$ cat src/rtl/prog_loader_pkg.sv
// Shared types and constants for the boot-time program loader.
// Holds the FSM state encoding and the frame geometry constants.
// Imported by the loader top level and its word assembler.
package prog_loader_pkg;

  localparam int BYTES_PER_WORD = 4;
  localparam int LEN_WIDTH      = 16;

  typedef enum logic [2:0] {
    S_LEN_HI,
    S_LEN_LO,
    S_DATA,
    S_CHK,
    S_DONE,
    S_ERR
  } state_t;

endpackage

$ cat src/rtl/prog_loader_if.sv
// Byte-stream input and instruction-memory write port of the program loader.
// master = byte source / memory sink side, slave = the loader itself.
// A byte moves when rx_valid && rx_ready; imem_we is a one-cycle strobe.
interface prog_loader_if;

  logic        rx_valid;
  logic [7:0]  rx_data;
  logic        rx_ready;
  logic        imem_we;
  logic [31:0] imem_addr;
  logic [31:0] imem_wdata;

  modport master (
    output rx_valid, rx_data,
    input  rx_ready, imem_we, imem_addr, imem_wdata
  );

  modport slave (
    input  rx_valid, rx_data,
    output rx_ready, imem_we, imem_addr, imem_wdata
  );

endinterface

$ cat src/rtl/prog_loader_word_assembler.sv
// Packs bytes MSB-first into 32-bit words and flags each completed word.
// Latency: word_vld/word_dat valid the cycle after the 4th byte is accepted.
// No backpressure of its own: it takes a byte whenever byte_vld is high.
module word_assembler
  import prog_loader_pkg::*;
(
  input  logic        clk,
  input  logic        rst,
  input  logic        clr,
  input  logic        byte_vld,
  input  logic [7:0]  byte_dat,
  output logic        word_last,
  output logic        word_vld,
  output logic [31:0] word_dat
);

  logic [31:0] sh_q, sh_d;
  logic [1:0]  cnt_q, cnt_d;
  logic        word_vld_q, word_vld_d;

  // The byte being accepted this cycle completes a word.
  assign word_last = byte_vld && (cnt_q == 2'(BYTES_PER_WORD - 1));

  // Shift in the accepted byte and raise word_vld for the following cycle.
  always_comb begin
    sh_d       = sh_q;
    cnt_d      = cnt_q;
    word_vld_d = 1'b0;
    if (clr) begin
      sh_d  = '0;
      cnt_d = '0;
    end else if (byte_vld) begin
      sh_d       = {sh_q[23:0], byte_dat};
      cnt_d      = cnt_q + 2'd1;
      word_vld_d = word_last;
    end
  end

  // Assembler state registers; a reset drops any partial word.
  always_ff @(posedge clk or negedge rst) begin
    if (!rst) begin
      sh_q       <= '0;
      cnt_q      <= '0;
      word_vld_q <= 1'b0;
    end else begin
      sh_q       <= sh_d;
      cnt_q      <= cnt_d;
      word_vld_q <= word_vld_d;
    end
  end

  // In the strobe cycle the shift register holds exactly the completed word.
  assign word_vld = word_vld_q;
  assign word_dat = sh_q;

endmodule

$ cat src/rtl/prog_loader.sv
// Loads a length/data/XOR-checksum byte frame into instruction memory, holding the core in reset.
// Latency: imem write strobe one cycle after a word's 4th byte; done/cpu_hold one cycle after CHK.
// Accepts a byte every cycle while loading; rx_ready is low only in DONE/ERR until start.
module prog_loader
  import prog_loader_pkg::*;
#(
  parameter logic [31:0] BASE_ADDR = 32'h0000_0000,
  parameter int          MAX_WORDS = 256
) (
  input  logic           clk,
  input  logic           rst,
  prog_loader_if.slave   bus,
  input  logic           start,
  output logic           cpu_hold,
  output logic           done,
  output logic           err
);

  localparam logic [LEN_WIDTH-1:0] MAX_LEN = LEN_WIDTH'(MAX_WORDS);

  state_t               state_q, state_d;
  logic [LEN_WIDTH-1:0] len_q, len_d;
  logic [LEN_WIDTH-1:0] idx_q, idx_d;
  logic [7:0]           xor_q, xor_d;
  logic [31:0]          addr_q, addr_d;

  logic                 xfer;
  logic                 asm_clr;
  logic                 byte_vld;
  logic                 word_last;
  logic                 word_vld;
  logic [31:0]          word_dat;
  logic [LEN_WIDTH-1:0] len_full;

  assign bus.rx_ready = (state_q != S_DONE) && (state_q != S_ERR);
  assign xfer         = bus.rx_valid && bus.rx_ready;
  assign len_full     = {len_q[15:8], bus.rx_data};

  word_assembler u_asm (
    .clk       (clk),
    .rst       (rst),
    .clr       (asm_clr),
    .byte_vld  (byte_vld),
    .byte_dat  (bus.rx_data),
    .word_last (word_last),
    .word_vld  (word_vld),
    .word_dat  (word_dat)
  );

  // Frame-parsing FSM: length, data words with running XOR, checksum, then park.
  always_comb begin
    state_d  = state_q;
    len_d    = len_q;
    idx_d    = idx_q;
    xor_d    = xor_q;
    addr_d   = addr_q;
    asm_clr  = 1'b0;
    byte_vld = 1'b0;
    case (state_q)
      S_LEN_HI: begin
        if (xfer) begin
          len_d   = {bus.rx_data, 8'h00};
          xor_d   = xor_q ^ bus.rx_data;
          state_d = S_LEN_LO;
        end
      end
      S_LEN_LO: begin
        if (xfer) begin
          len_d = len_full;
          xor_d = xor_q ^ bus.rx_data;
          if (len_full == '0) begin
            state_d = S_CHK;
          end else if (len_full > MAX_LEN) begin
            state_d = S_ERR;
          end else begin
            state_d = S_DATA;
          end
        end
      end
      S_DATA: begin
        byte_vld = xfer;
        if (xfer) begin
          xor_d = xor_q ^ bus.rx_data;
          // Address is latched here so it is stable for the whole strobe cycle.
          if (word_last) begin
            addr_d = BASE_ADDR + {14'b0, idx_q, 2'b00};
            idx_d  = idx_q + 16'd1;
            if (idx_q + 16'd1 == len_q) begin
              state_d = S_CHK;
            end
          end
        end
      end
      S_CHK: begin
        if (xfer) begin
          state_d = (bus.rx_data == xor_q) ? S_DONE : S_ERR;
        end
      end
      S_DONE, S_ERR: begin
        if (start) begin
          state_d = S_LEN_HI;
          idx_d   = '0;
          xor_d   = '0;
          addr_d  = BASE_ADDR;
          asm_clr = 1'b1;
        end
      end
      default: state_d = S_LEN_HI;
    endcase
  end

  // FSM and datapath registers; reset returns to a fresh, unloaded state.
  always_ff @(posedge clk or negedge rst) begin
    if (!rst) begin
      state_q <= S_LEN_HI;
      len_q   <= '0;
      idx_q   <= '0;
      xor_q   <= '0;
      addr_q  <= BASE_ADDR;
    end else begin
      state_q <= state_d;
      len_q   <= len_d;
      idx_q   <= idx_d;
      xor_q   <= xor_d;
      addr_q  <= addr_d;
    end
  end

  assign bus.imem_we    = word_vld;
  assign bus.imem_addr  = addr_q;
  assign bus.imem_wdata = word_dat;
  assign done           = (state_q == S_DONE);
  assign err            = (state_q == S_ERR);
  assign cpu_hold       = (state_q != S_DONE);

endmodule

$ cat src/flat_wrapper.sv
// flat-port wrapper written by rule: the top's interface ports become plain ports
module prog_loader_flat import prog_loader_pkg::*;
#(
  parameter logic [31:0] BASE_ADDR = 32'h0000_0000,
  parameter int          MAX_WORDS = 256
)
  (clk, rst, start, cpu_hold, done, err, bus_rx_valid, bus_rx_data, bus_rx_ready, bus_imem_we, bus_imem_addr, bus_imem_wdata);
  prog_loader_if bus_i ();
  input  logic clk;
  input  logic rst;
  input  logic start;
  output logic cpu_hold;
  output logic done;
  output logic err;
  input wire logic [$bits(bus_i.rx_valid)-1:0] bus_rx_valid;
  input wire logic [$bits(bus_i.rx_data)-1:0] bus_rx_data;
  output wire logic [$bits(bus_i.rx_ready)-1:0] bus_rx_ready;
  output wire logic [$bits(bus_i.imem_we)-1:0] bus_imem_we;
  output wire logic [$bits(bus_i.imem_addr)-1:0] bus_imem_addr;
  output wire logic [$bits(bus_i.imem_wdata)-1:0] bus_imem_wdata;
  assign bus_i.rx_valid = bus_rx_valid;
  assign bus_i.rx_data = bus_rx_data;
  assign bus_rx_ready = bus_i.rx_ready;
  assign bus_imem_we = bus_i.imem_we;
  assign bus_imem_addr = bus_i.imem_addr;
  assign bus_imem_wdata = bus_i.imem_wdata;
  prog_loader #(.BASE_ADDR(BASE_ADDR), .MAX_WORDS(MAX_WORDS)) u_core (.clk(clk), .rst(rst), .bus(bus_i), .start(start), .cpu_hold(cpu_hold), .done(done), .err(err));
endmodule
$ cat config.mk
export PLATFORM = sky130hd
export DESIGN_NAME = prog_loader_flat
export DESIGN_NICKNAME = d
export VERILOG_FILES = /design/src/rtl/prog_loader_pkg.sv /design/src/rtl/prog_loader_if.sv /design/src/rtl/prog_loader_word_assembler.sv /design/src/rtl/prog_loader.sv /design/src/flat_wrapper.sv
export SDC_FILE = /design/constraint.sdc
export NUM_CORES = 1
export LEC_CHECK = 0
export ABC_AREA = 1
export BUFFER_PORTS_ARGS = -buffer_cell sky130_fd_sc_hd__buf_2
export CAP_MARGIN = 20
export CORE_MARGIN = 3
export CORE_UTILIZATION = 50
export DETAILED_ROUTE_END_ITERATION = 8
export GPL_ROUTABILITY_DRIVEN = 1
export PLACE_DENSITY = 0.82
export SETUP_SLACK_MARGIN = 0.1
export SYNTH_ARGS = -nofsm -noshare
export SYNTH_HDL_FRONTEND = slang
export SYNTH_SLANG_ARGS = --single-unit
$ cat constraint.sdc
create_clock -name clk -period 3.5 [get_ports clk]
set_clock_uncertainty 0.15 [all_clocks]
set_input_delay 0.175 -clock clk [delete_from_list [all_inputs] [get_ports clk]]
set_output_delay 0.175 -clock clk [all_outputs]
set_load 0.01 [all_outputs]
==> results of run 1 <==
[state kept, by name, summed over array words and instances, names as in the netlist]
register               cells
u_core.len_q              16
u_core.bus.imem_addr      16
u_core.u_asm.word_vld      1
u_core.u_asm.cnt_q         2
u_core.xor_q               8
u_core.u_asm.word_dat     32
u_core.idx_q              16
u_core.state_q             3
[power by group]
part           leakage [nW]  switching, W  internal (W)
clock network        0.0954      0.000441      0.000282
logic                  1.24      0.000697      0.000344
registers              1.28      0.000129       0.00127
[area by class of cell]
class | count | area (um2) | share of cell area, %
Tap cell | 108 | 135 | 2.58
Timing Repair Buffer | 77 | 465 | 8.88
Clock inverter | 7 | 78.8 | 1.50
Inverter | 106 | 398 | 7.59
Clock buffer | 9 | 124 | 2.36
Sequential cell | 94 | 2350 | 44.9
Multi-Input combinational cell | 322 | 1690 | 32.2
[per-stage QoR]
step                util [%]  worst slack, ps  instances  hold slack [ps]  instance area [um2]
global placement        55.8              964        696              245                 4910
global route            59.5              578        723             29.4                 5240
CTS                     59.2              816        722             66.9                 5220
floorplan                  -             1680        553             -271                 4640
finish                  59.5              773        723             17.0                 5240
detailed placement      55.8              844        696              259                 4910
[worst max-delay path, cell delays in order (launching register included)]
cell,delay [ps]
dfrtp_1,410
inv_1,120
nand2_1,200
nor2_4,220
nand2_4,290
nor2_8,240
o21ai_4,90
a21oi_4,670
nand3_1,140
o21ai_1,120
[per-layer routing]
| metal | part of all wire (%) | routed length (um) |
|---|---|---|
| met3 | 5.3 | 571 |
| met4 | 3.0 | 330 |
| met1 | 45 | 4870 |
| met2 | 47 | 5070 |
| met5 | 0 | 0 |
[how the worst min path moves through the flow]
stage | start | to | depth (start not counted)
2_1_floorplan | rst | u_core.bus.imem_addr[10]$_DFFE_PN0P_ | 0
3_3_place_gp | rst | u_core.bus.imem_addr[6]$_DFFE_PN0P_ | 1
3_5_place_dp | rst | u_core.bus.imem_addr[6]$_DFFE_PN0P_ | 1
4_1_cts | start | u_core.state_q[2]$_DFFE_PN0P_ | 4
5_1_grt | rst | u_core.bus.imem_addr[6]$_DFFE_PN0P_ | 2
6_report | rst | u_core.bus.imem_addr[7]$_DFFE_PN0P_ | 2
[layout by cell type, fill, tap and decap left out, types with 13 or more instances in the layout]
master   instances
dfrtp_1         94
nor2_1          20
nand3_1         63
nand2_1         87
buf_2           63
o22ai_1         60
inv_1          103
o21ai_0         31
nand4_1         13
conb_1          16
[kinds of logic after synthesis]
kind of cell,Yosys count,synth area share (%)
and+or+nand+nor,197,19.9
buffers and inverters,137,13.1
AOI/OAI and AO/OA,97,13.1
DFF,94,51.3
xor gates and xnor gates,9,1.72
adders and majority gates,2,0.545
other,1,0.0818
muxes,1,0.218
==> results_dict.tcl, run 1 <==
set metrics [dict create \
    antenna_cells 0 \
    yosysMostFrequentCell "inv_1" \
    synth_cells 538 \
    io_pins 81 \
    drv_cap 0 \
    dr.pass1.iters 5 \
    end_kind "flip-flop" \
    route.vias.total 3931 \
    cts_resized 0 \
    dieHeight_um 102 \
    antenna_found_initial 0 \
    post-cts-setup-buffers 0 \
    hold_viol_final 0 \
    synthFlopType "dfrtp_1" \
    power.leakage_nw 2.62 \
    cts.sinks 94 \
    relSlewSlack_pct 37.7 \
    maxClockFrequency_ghz 0.367 \
    synth_edf_count 0 \
    grt_max_degree 83 \
    cts_max_path_buffers 2 \
    worst_ir_drop_vdd_mv 0.336 \
    rr_startpoint "u_core.state_q[0]$_DFFE_PN0P_" \
    syn2layout_area_growth_pct 14.3 \
    power_w 0.00317 \
    synth_area_leader_cell "dfrtp_1" \
    core_mm2 0.00881 \
    gr-total-overflow 0 \
    cts_tree "yes" \
    synth_cell_type_count 30 \
    die_x_um 102 \
    tightest_slew_ps 927 \
    track_usage_pct 21.5 \
    drv_slew 0 \
    synth_area_mm2 0.00459 \
    drtAntennaViolNets 0 \
    hpwl_um 7650 \
    synth-seq-cells 94 \
    htreeDepth 3 \
    fillers 754 \
    remaining_drc_errors 0 \
    cts-root-buf "clkbuf_8" \
    finalSetupViolations 0 \
    netlist_top_cells_count "inv_1, dfrtp_1, nand2_1, nand3_1, o22ai_1" \
    drt_iter0_drc 289 \
    clkTransAtPathRegs_ps 110 \
    outcome "completed" \
    synth.top_cell.area_share_pct 51.3 \
    grt.busiest_layer "met2" \
    critPathLaunchType "flip-flop" \
    gp_congestion 0.934 \
    num_rows 34 \
    cp.required_ps 3650 \
    crit_type "flip-flop to flip-flop" \
    arrival_ps 2880 \
    grt_pass1_wl_um 17600 \
    met2_usage_pct 34.4 \
    holdCritPathClass "input pin to async pin" \
    reg2reg_to "u_core.idx_q[0]$_DFFE_PN0P_" \
    nNetsFinal 624 \
    vias_per_cell 5.44 \
    gr-usage-met1_pct 29.6 \
    crit_start "u_core.state_q[0]$_DFFE_PN0P_" \
    drive_gt1_share_pct 15.4 \
    fin_setup_tns_ps 0 \
    endpoint "u_core.idx_q[0]$_DFFE_PN0P_" \
    synth_area_leaders "dfrtp_1, inv_1, o22ai_1" \
    cts_buffers 9 \
    synthArstFlopShare_pct 100 \
    rsz0062_at_grt "false" \
    dieArea_mm2 0.0104 \
    ys_seq_area_share_pct 51.3 \
    period_needed_ps 2730 \
    ff2ff_path_depth 9 \
    met3_usage_pct 3.37 \
    routedWlPerCell_um 15.0 \
    period_share_pct 77.9 \
    hold_buffers 10 \
    power_density_mw_per_mm2 604 \
    worstPathMaxFanout 44 \
    floorplan.initialDensity_pct 52.1 \
    numPortBuffers 64 \
    grt_pass1_vias 3648 \
    synth_area_per_cell_um2 8.53 \
    r2r_setup_slack_ps 770 \
    ys_warn_count 0 \
    drt-total-wl_um 10800 \
    insertion_delay_ps 380 \
]
Power figures use the tool's default switching activity.
==> inputs of run 2 (changes only) <==
- PLACE_DENSITY: 0.82 -> 0.84
- clock period: 3.5 -> 2.5 ns (I/O delays scaled with it)
==> run 2 against run 1 <==
  * Critical path depth rose by 6
  * Count of clock-buffer cells in the layout did not move
  * Total power rose by 41%
  * Highest routed layer unchanged
  * Maximum frequency rose by 25%
  * Worst hold slack improved by 97 ps
  * Sequential cell count did not move
  * Sequential share of layout area fell by 0.19 points
==> results_dict.tcl, run 2 (synthesis results as in run 1) <==
set metrics [dict create \
    hpwl_um 7840 \
    critical_path.top_delay_family "simple AND/OR/NAND/NOR gates" \
    track_usage_pct 21.7 \
    crit_cells 15 \
    num_rows 34 \
    arrival_ps 2300 \
    cpPeakStageDelay_ps 420 \
    syn2layout_area_growth_pct 14.8 \
    drv_cap 0 \
    final_cell_mix "inv_1, dfrtp_1, nand2_1" \
    floorplan.initialDensity_pct 52.1 \
    drive_gt1_share_pct 16.0 \
    period_needed_ps 2190 \
    drt_iter0_drc 282 \
    htreeDepth 3 \
    nNetsFinal 629 \
    hold_ws_ps 114 \
    rsz0062_at_grt "false" \
    cts_buffers 9 \
    cp.required_ps 2610 \
    worstPathMaxFanout 7 \
    post-cts-setup-buffers 0 \
    relSlewSlack_pct 60.4 \
    core_mm2 0.00881 \
    antenna_cells 0 \
    cp_cell_sequence "nand3_1 > inv_1 > nand2_1 > nand2_1 > nand2_1 > nand2_1 > nand2_1 > nor2_1 > nand2_1 > nor2_1 > nand3_1 > nand2_1 > nand2_1 > nand2_1 > nand2_1" \
    numPortBuffers 64 \
    io_pins 81 \
    tightest_slew_ps 592 \
    drv_slew 0 \
    gp_congestion 0.974 \
    largest_reg_flops 32 \
    die_x_um 102 \
    power.leakage_nw 2.64 \
    grt_pass1_wl_um 17700 \
    grt_max_degree 58 \
    crit_slowest_cell "dfrtp_1" \
    fin_setup_tns_ps 0 \
    outcome "completed" \
    dieArea_mm2 0.0104 \
    worst_ir_drop_vdd_mv 0.512 \
    gr-total-overflow 0 \
    drt-total-wl_um 11100 \
    remaining_drc_errors 0 \
    cts_max_path_buffers 2 \
    maxClockFrequency_ghz 0.458 \
    cts_tree "yes" \
    cts.sinks 94 \
    clkTransAtPathRegs_ps 100 \
    crit_top_cell "nand2_1" \
    crit_type "flip-flop to flip-flop" \
    drtAntennaViolNets 0 \
    grt_pass1_vias 3758 \
    mostFrequentLayoutCell "inv_1" \
    end_kind "flip-flop" \
    holdCritPathClass "input pin to async pin" \
    antenna_found_initial 0 \
    critPathBufInv 1 \
    power_density_mw_per_mm2 848 \
    dr.pass1.iters 5 \
    cts-root-buf "clkbuf_8" \
    insertion_delay_ps 370 \
    ff2ff_path_depth 15 \
    route.vias.total 4034 \
    dieHeight_um 102 \
    routedWlPerCell_um 15.2 \
    period_share_pct 87.4 \
    hold_viol_final 0 \
    finalSetupViolations 0 \
    critPathLaunchType "flip-flop" \
    vias_per_cell 5.54 \
]
[run 2: changes by cell type in the layout (fill, tap and decap cells not counted), sizes merged]
cell / before / now
dlygate4sd3: 10 / 11
clkinvlp: 2 / 0
inv: 108 / 110
buf: 67 / 71
[run 2: layer usage]
layer	global-route usage, %	routed length, um
met5	0	0
met3	5.23	748
met1	28.6	4760
met4	8.38	320
met2	34.8	5240
[run 2: path summary, 6_finish.rpt]
check                                                        end                             startpoint  slack, ps
setup reg to reg                   u_core.state_q[0]$_DFFE_PN0P_            u_core.idx_q[0]$_DFFE_PN0P_        310
min in group clk           u_core.u_asm.word_dat[30]$_DFFE_PN0P_  u_core.u_asm.word_dat[30]$_DFFE_PN0P_        370
hold reg to reg            u_core.u_asm.word_dat[30]$_DFFE_PN0P_  u_core.u_asm.word_dat[30]$_DFFE_PN0P_        370
setup / recovery                   u_core.state_q[0]$_DFFE_PN0P_            u_core.idx_q[0]$_DFFE_PN0P_        310
hold / removal               u_core.bus.imem_addr[2]$_DFFE_PN0P_                                    rst        110
max in group asynchronous          u_core.state_q[1]$_DFFE_PN0P_                                    rst       1430
[run 2: where the power goes]
part           leakage [nW]  total (W)  switching, W  internal, W
logic                  1.26    0.00151      0.000995     0.000516
clock network        0.0971   0.000986      0.000599     0.000387
registers              1.28    0.00197      0.000185      0.00178
[run 2: timing repair]
action                                  CTS  global route
hold endpoints to repair                 63             0
resized for setup                         0             1
endpoints found under the setup margin    0             1
hold buffers                             11             0
[run 2: area by class of cell]
type / count / area [um2]
fillers: 720 / 3540
flip-flops and latches: 94 / 2350
multi-input cells: 322 / 1690
repair buffers: 82 / 498
inverters: 106 / 398
well taps: 108 / 135
clock buffers: 9 / 124
clock inverters: 7 / 63.8
[run 2: through the flow]
stage | instances | setup slack [ps] | power, W | utilization [%] | area, um2
2_1_floorplan | 553 | 680 | 0.00307 | - | 4640
3_3_place_gp | 701 | 403 | 0.00340 | 56.4 | 4960
3_5_place_dp | 701 | 318 | 0.00346 | 56.4 | 4960
4_1_cts | 728 | 291 | 0.00445 | 59.7 | 5260
5_1_grt | 728 | 121 | 0.00473 | 59.8 | 5270
6_report | 728 | 314 | 0.00447 | 59.8 | 5270
==> inputs of run 3 (changes only) <==
- CTS_BUF_LIST: default -> sky130_fd_sc_hd__clkbuf_4 sky130_fd_sc_hd__clkbuf_8 sky130_fd_sc_hd__clkbuf_16
- GPL_TIMING_DRIVEN: default -> 0
==> run 3 against run 2 <==
  * Via count is 0.69% lower
  * Cell count increased by 3.3%
  * Global-route usage rose by 0.62 points
  * Worst hold slack got worse by 98 ps
  * Design area is 3.4% higher
  * Register-to-register slack got worse by 40 ps
  * Sequential share of layout area decreased by 1.5 points
  * Non-clock buffer count rose by 24
  * Setup slack worse by 38 ps
  * Total power grew 1.7%
  * First-iteration DRC count down 6.0%
  * Combinational power rose by 3%
  * Largest cell class unchanged
==> results_dict.tcl, run 3 (synthesis results as in run 1) <==
set metrics [dict create \
    outcome "completed" \
    rsz0062_at_grt "false" \
    drt_iter0_drc 265 \
    syn2layout_area_growth_pct 18.7 \
    dieArea_mm2 0.0104 \
    setup_ws_ps 276 \
    drv_slew 0 \
    arrival_ps 2310 \
    dieHeight_um 102 \
    final_cell_area_mm2 0.00544 \
    io_pins 81 \
    numPortBuffers 64 \
    period_share_pct 89.0 \
    period_needed_ps 2220 \
    switching_share_pct 39.5 \
    internal_power_w 0.00275 \
    worst_ir_drop_vdd_mv 0.416 \
    cp.required_ps 2590 \
    cts.sinks 94 \
    p_sw_w 0.00180 \
    antenna_cells 0 \
    crit_slowest_cell "dfrtp_1" \
    htreeDepth 3 \
    gr-total-overflow 0 \
    power_frac_seq_pct 43.1 \
    power_density_mw_per_mm2 834 \
    mostFrequentLayoutCell "inv_1" \
    hold_ws_ps 15.8 \
    power.leakage_nw 2.75 \
    nNetsFinal 653 \
    vias_per_cell 5.33 \
    cts_buffers 9 \
    cpPeakStageDelay_ps 400 \
    relSlewSlack_pct 36.9 \
    gp_congestion 0.905 \
    end_kind "flip-flop" \
    cts_max_path_buffers 2 \
    cts-root-buf "clkbuf_8" \
    hold_viol_final 0 \
    dpl.cell_count 726 \
    r2r_setup_slack_ps 280 \
    routedWlPerCell_um 14.8 \
    drive_gt1_share_pct 18.5 \
    cts_tree "yes" \
    core_mm2 0.00881 \
    finalSetupViolations 0 \
    drt-total-wl_um 11100 \
    num_rows 34 \
    crit_type "flip-flop to flip-flop" \
    largest_reg_flops 32 \
    insertion_delay_ps 370 \
    floorplan.initialDensity_pct 52.1 \
    cp_cell_sequence "inv_1 > nand2_1 > nor2_4 > nand2_4 > nor2_8 > o21ai_4 > a21oi_4 > buf_6 > o22ai_1" \
    clkTransAtPathRegs_ps 110 \
    maxClockFrequency_ghz 0.450 \
    pre_cts_ws_ps 317 \
    grt_max_degree 56 \
    dpl_cell_area_mm2 0.00513 \
    dr.pass1.iters 7 \
    critPathLaunchType "flip-flop" \
    die_x_um 102 \
    tightest_slew_ps 939 \
    worstPathMaxFanout 10 \
    final_cell_mix "inv_1, dfrtp_1, nand2_1" \
    grt_pass1_vias 3722 \
    antenna_found_initial 0 \
    drv_cap 0 \
    track_usage_pct 22.3 \
    power_frac_clock_pct 22.6 \
    fillers 763 \
    fin_setup_tns_ps 0 \
    combPwrFrac_pct 34.4 \
    grt_pass1_wl_um 18400 \
    holdCritPathClass "input pin to flip-flop" \
    fin_cells 752 \
    drtAntennaViolNets 0 \
    hpwl_um 8350 \
    route.vias.total 4006 \
    remaining_drc_errors 0 \
]
-- run 3: cell types whose count changed in the layout (fill, tap and decap cells not counted), sizes merged --
cell and change:
clkbuf +8, buf +17, dlygate4sd3 -1
-- run 3: worst paths after layout --
kind / startpoint / end / cells after the start
worst min register to register: u_core.state_q[0]$_DFFE_PN0P_ / u_core.state_q[0]$_DFFE_PN0P_ / 2
worst max register to register: u_core.state_q[0]$_DFFE_PN0P_ / u_core.idx_q[8]$_DFFE_PN0P_ / 9
worst min-delay path: start / u_core.state_q[2]$_DFFE_PN0P_ / 4
max in group asynchronous: rst / u_core.xor_q[2]$_DFFE_PN0P_ / 3
min in group asynchronous: rst / u_core.bus.imem_addr[3]$_DFFE_PN0P_ / 2
worst max-delay path: u_core.state_q[0]$_DFFE_PN0P_ / u_core.idx_q[8]$_DFFE_PN0P_ / 9
-- run 3: metrics by stage --
| step | power (W) | util, % |
|---|---|---|
| CTS | 0.00455 | 61.7 |
| global route | 0.00483 | 61.8 |
| floorplan | 0.00307 | - |
| global placement | 0.00346 | 57.9 |
| finish | 0.00454 | 61.8 |
| detailed placement | 0.00352 | 58.2 |
-- run 3: worst max-delay path, delay by kind of cell (launching register included) --
family	cells	cell delay, ps
compound gates	3	440
buf+inv	2	340
flops	1	400
simple gates	4	770
-- run 3: timing repair --
item	4_1_cts	5_1_grt
hold endpoints to repair	61	0
hold buffers	10	0
endpoints found under the setup margin	0	1
gates resized for setup	0	4
setup buffers	0	0
-- run 3: layout make-up --
class / instances / area (um2) / share of cell area [%]
Sequential cell: 94 / 2350 / 43.2
Timing Repair Buffer: 75 / 450 / 8.27
Multi-Input combinational cell: 322 / 1700 / 31.2
Tap cell: 108 / 135 / 2.48
Clock inverter: 7 / 81.3 / 1.49
Buffer: 31 / 204 / 3.75
Clock buffer: 9 / 124 / 2.28
Inverter: 106 / 398 / 7.31
-- run 3: power by group through the flow --
stage | combinational [W] | sequential (W) | clock [W]
2_1_floorplan | 0.00109 | 0.00198 | 0
3_3_place_gp | 0.00148 | 0.00198 | 0
3_5_place_dp | 0.00153 | 0.00198 | 0
4_1_cts | 0.00156 | 0.00195 | 0.00104
5_1_grt | 0.00174 | 0.00199 | 0.00110
6_report | 0.00156 | 0.00196 | 0.00102
-- run 3: layer usage --
metal	part of all wire, %	routed length, um	global-route usage [%]	vias to the layer above
met5	0	0	0	-
met4	2.1	239	6.95	0
met3	5.3	593	3.24	27
met2	48	5340	37.0	142
met1	45	4960	30.5	1888
li1	-	-	-	1949
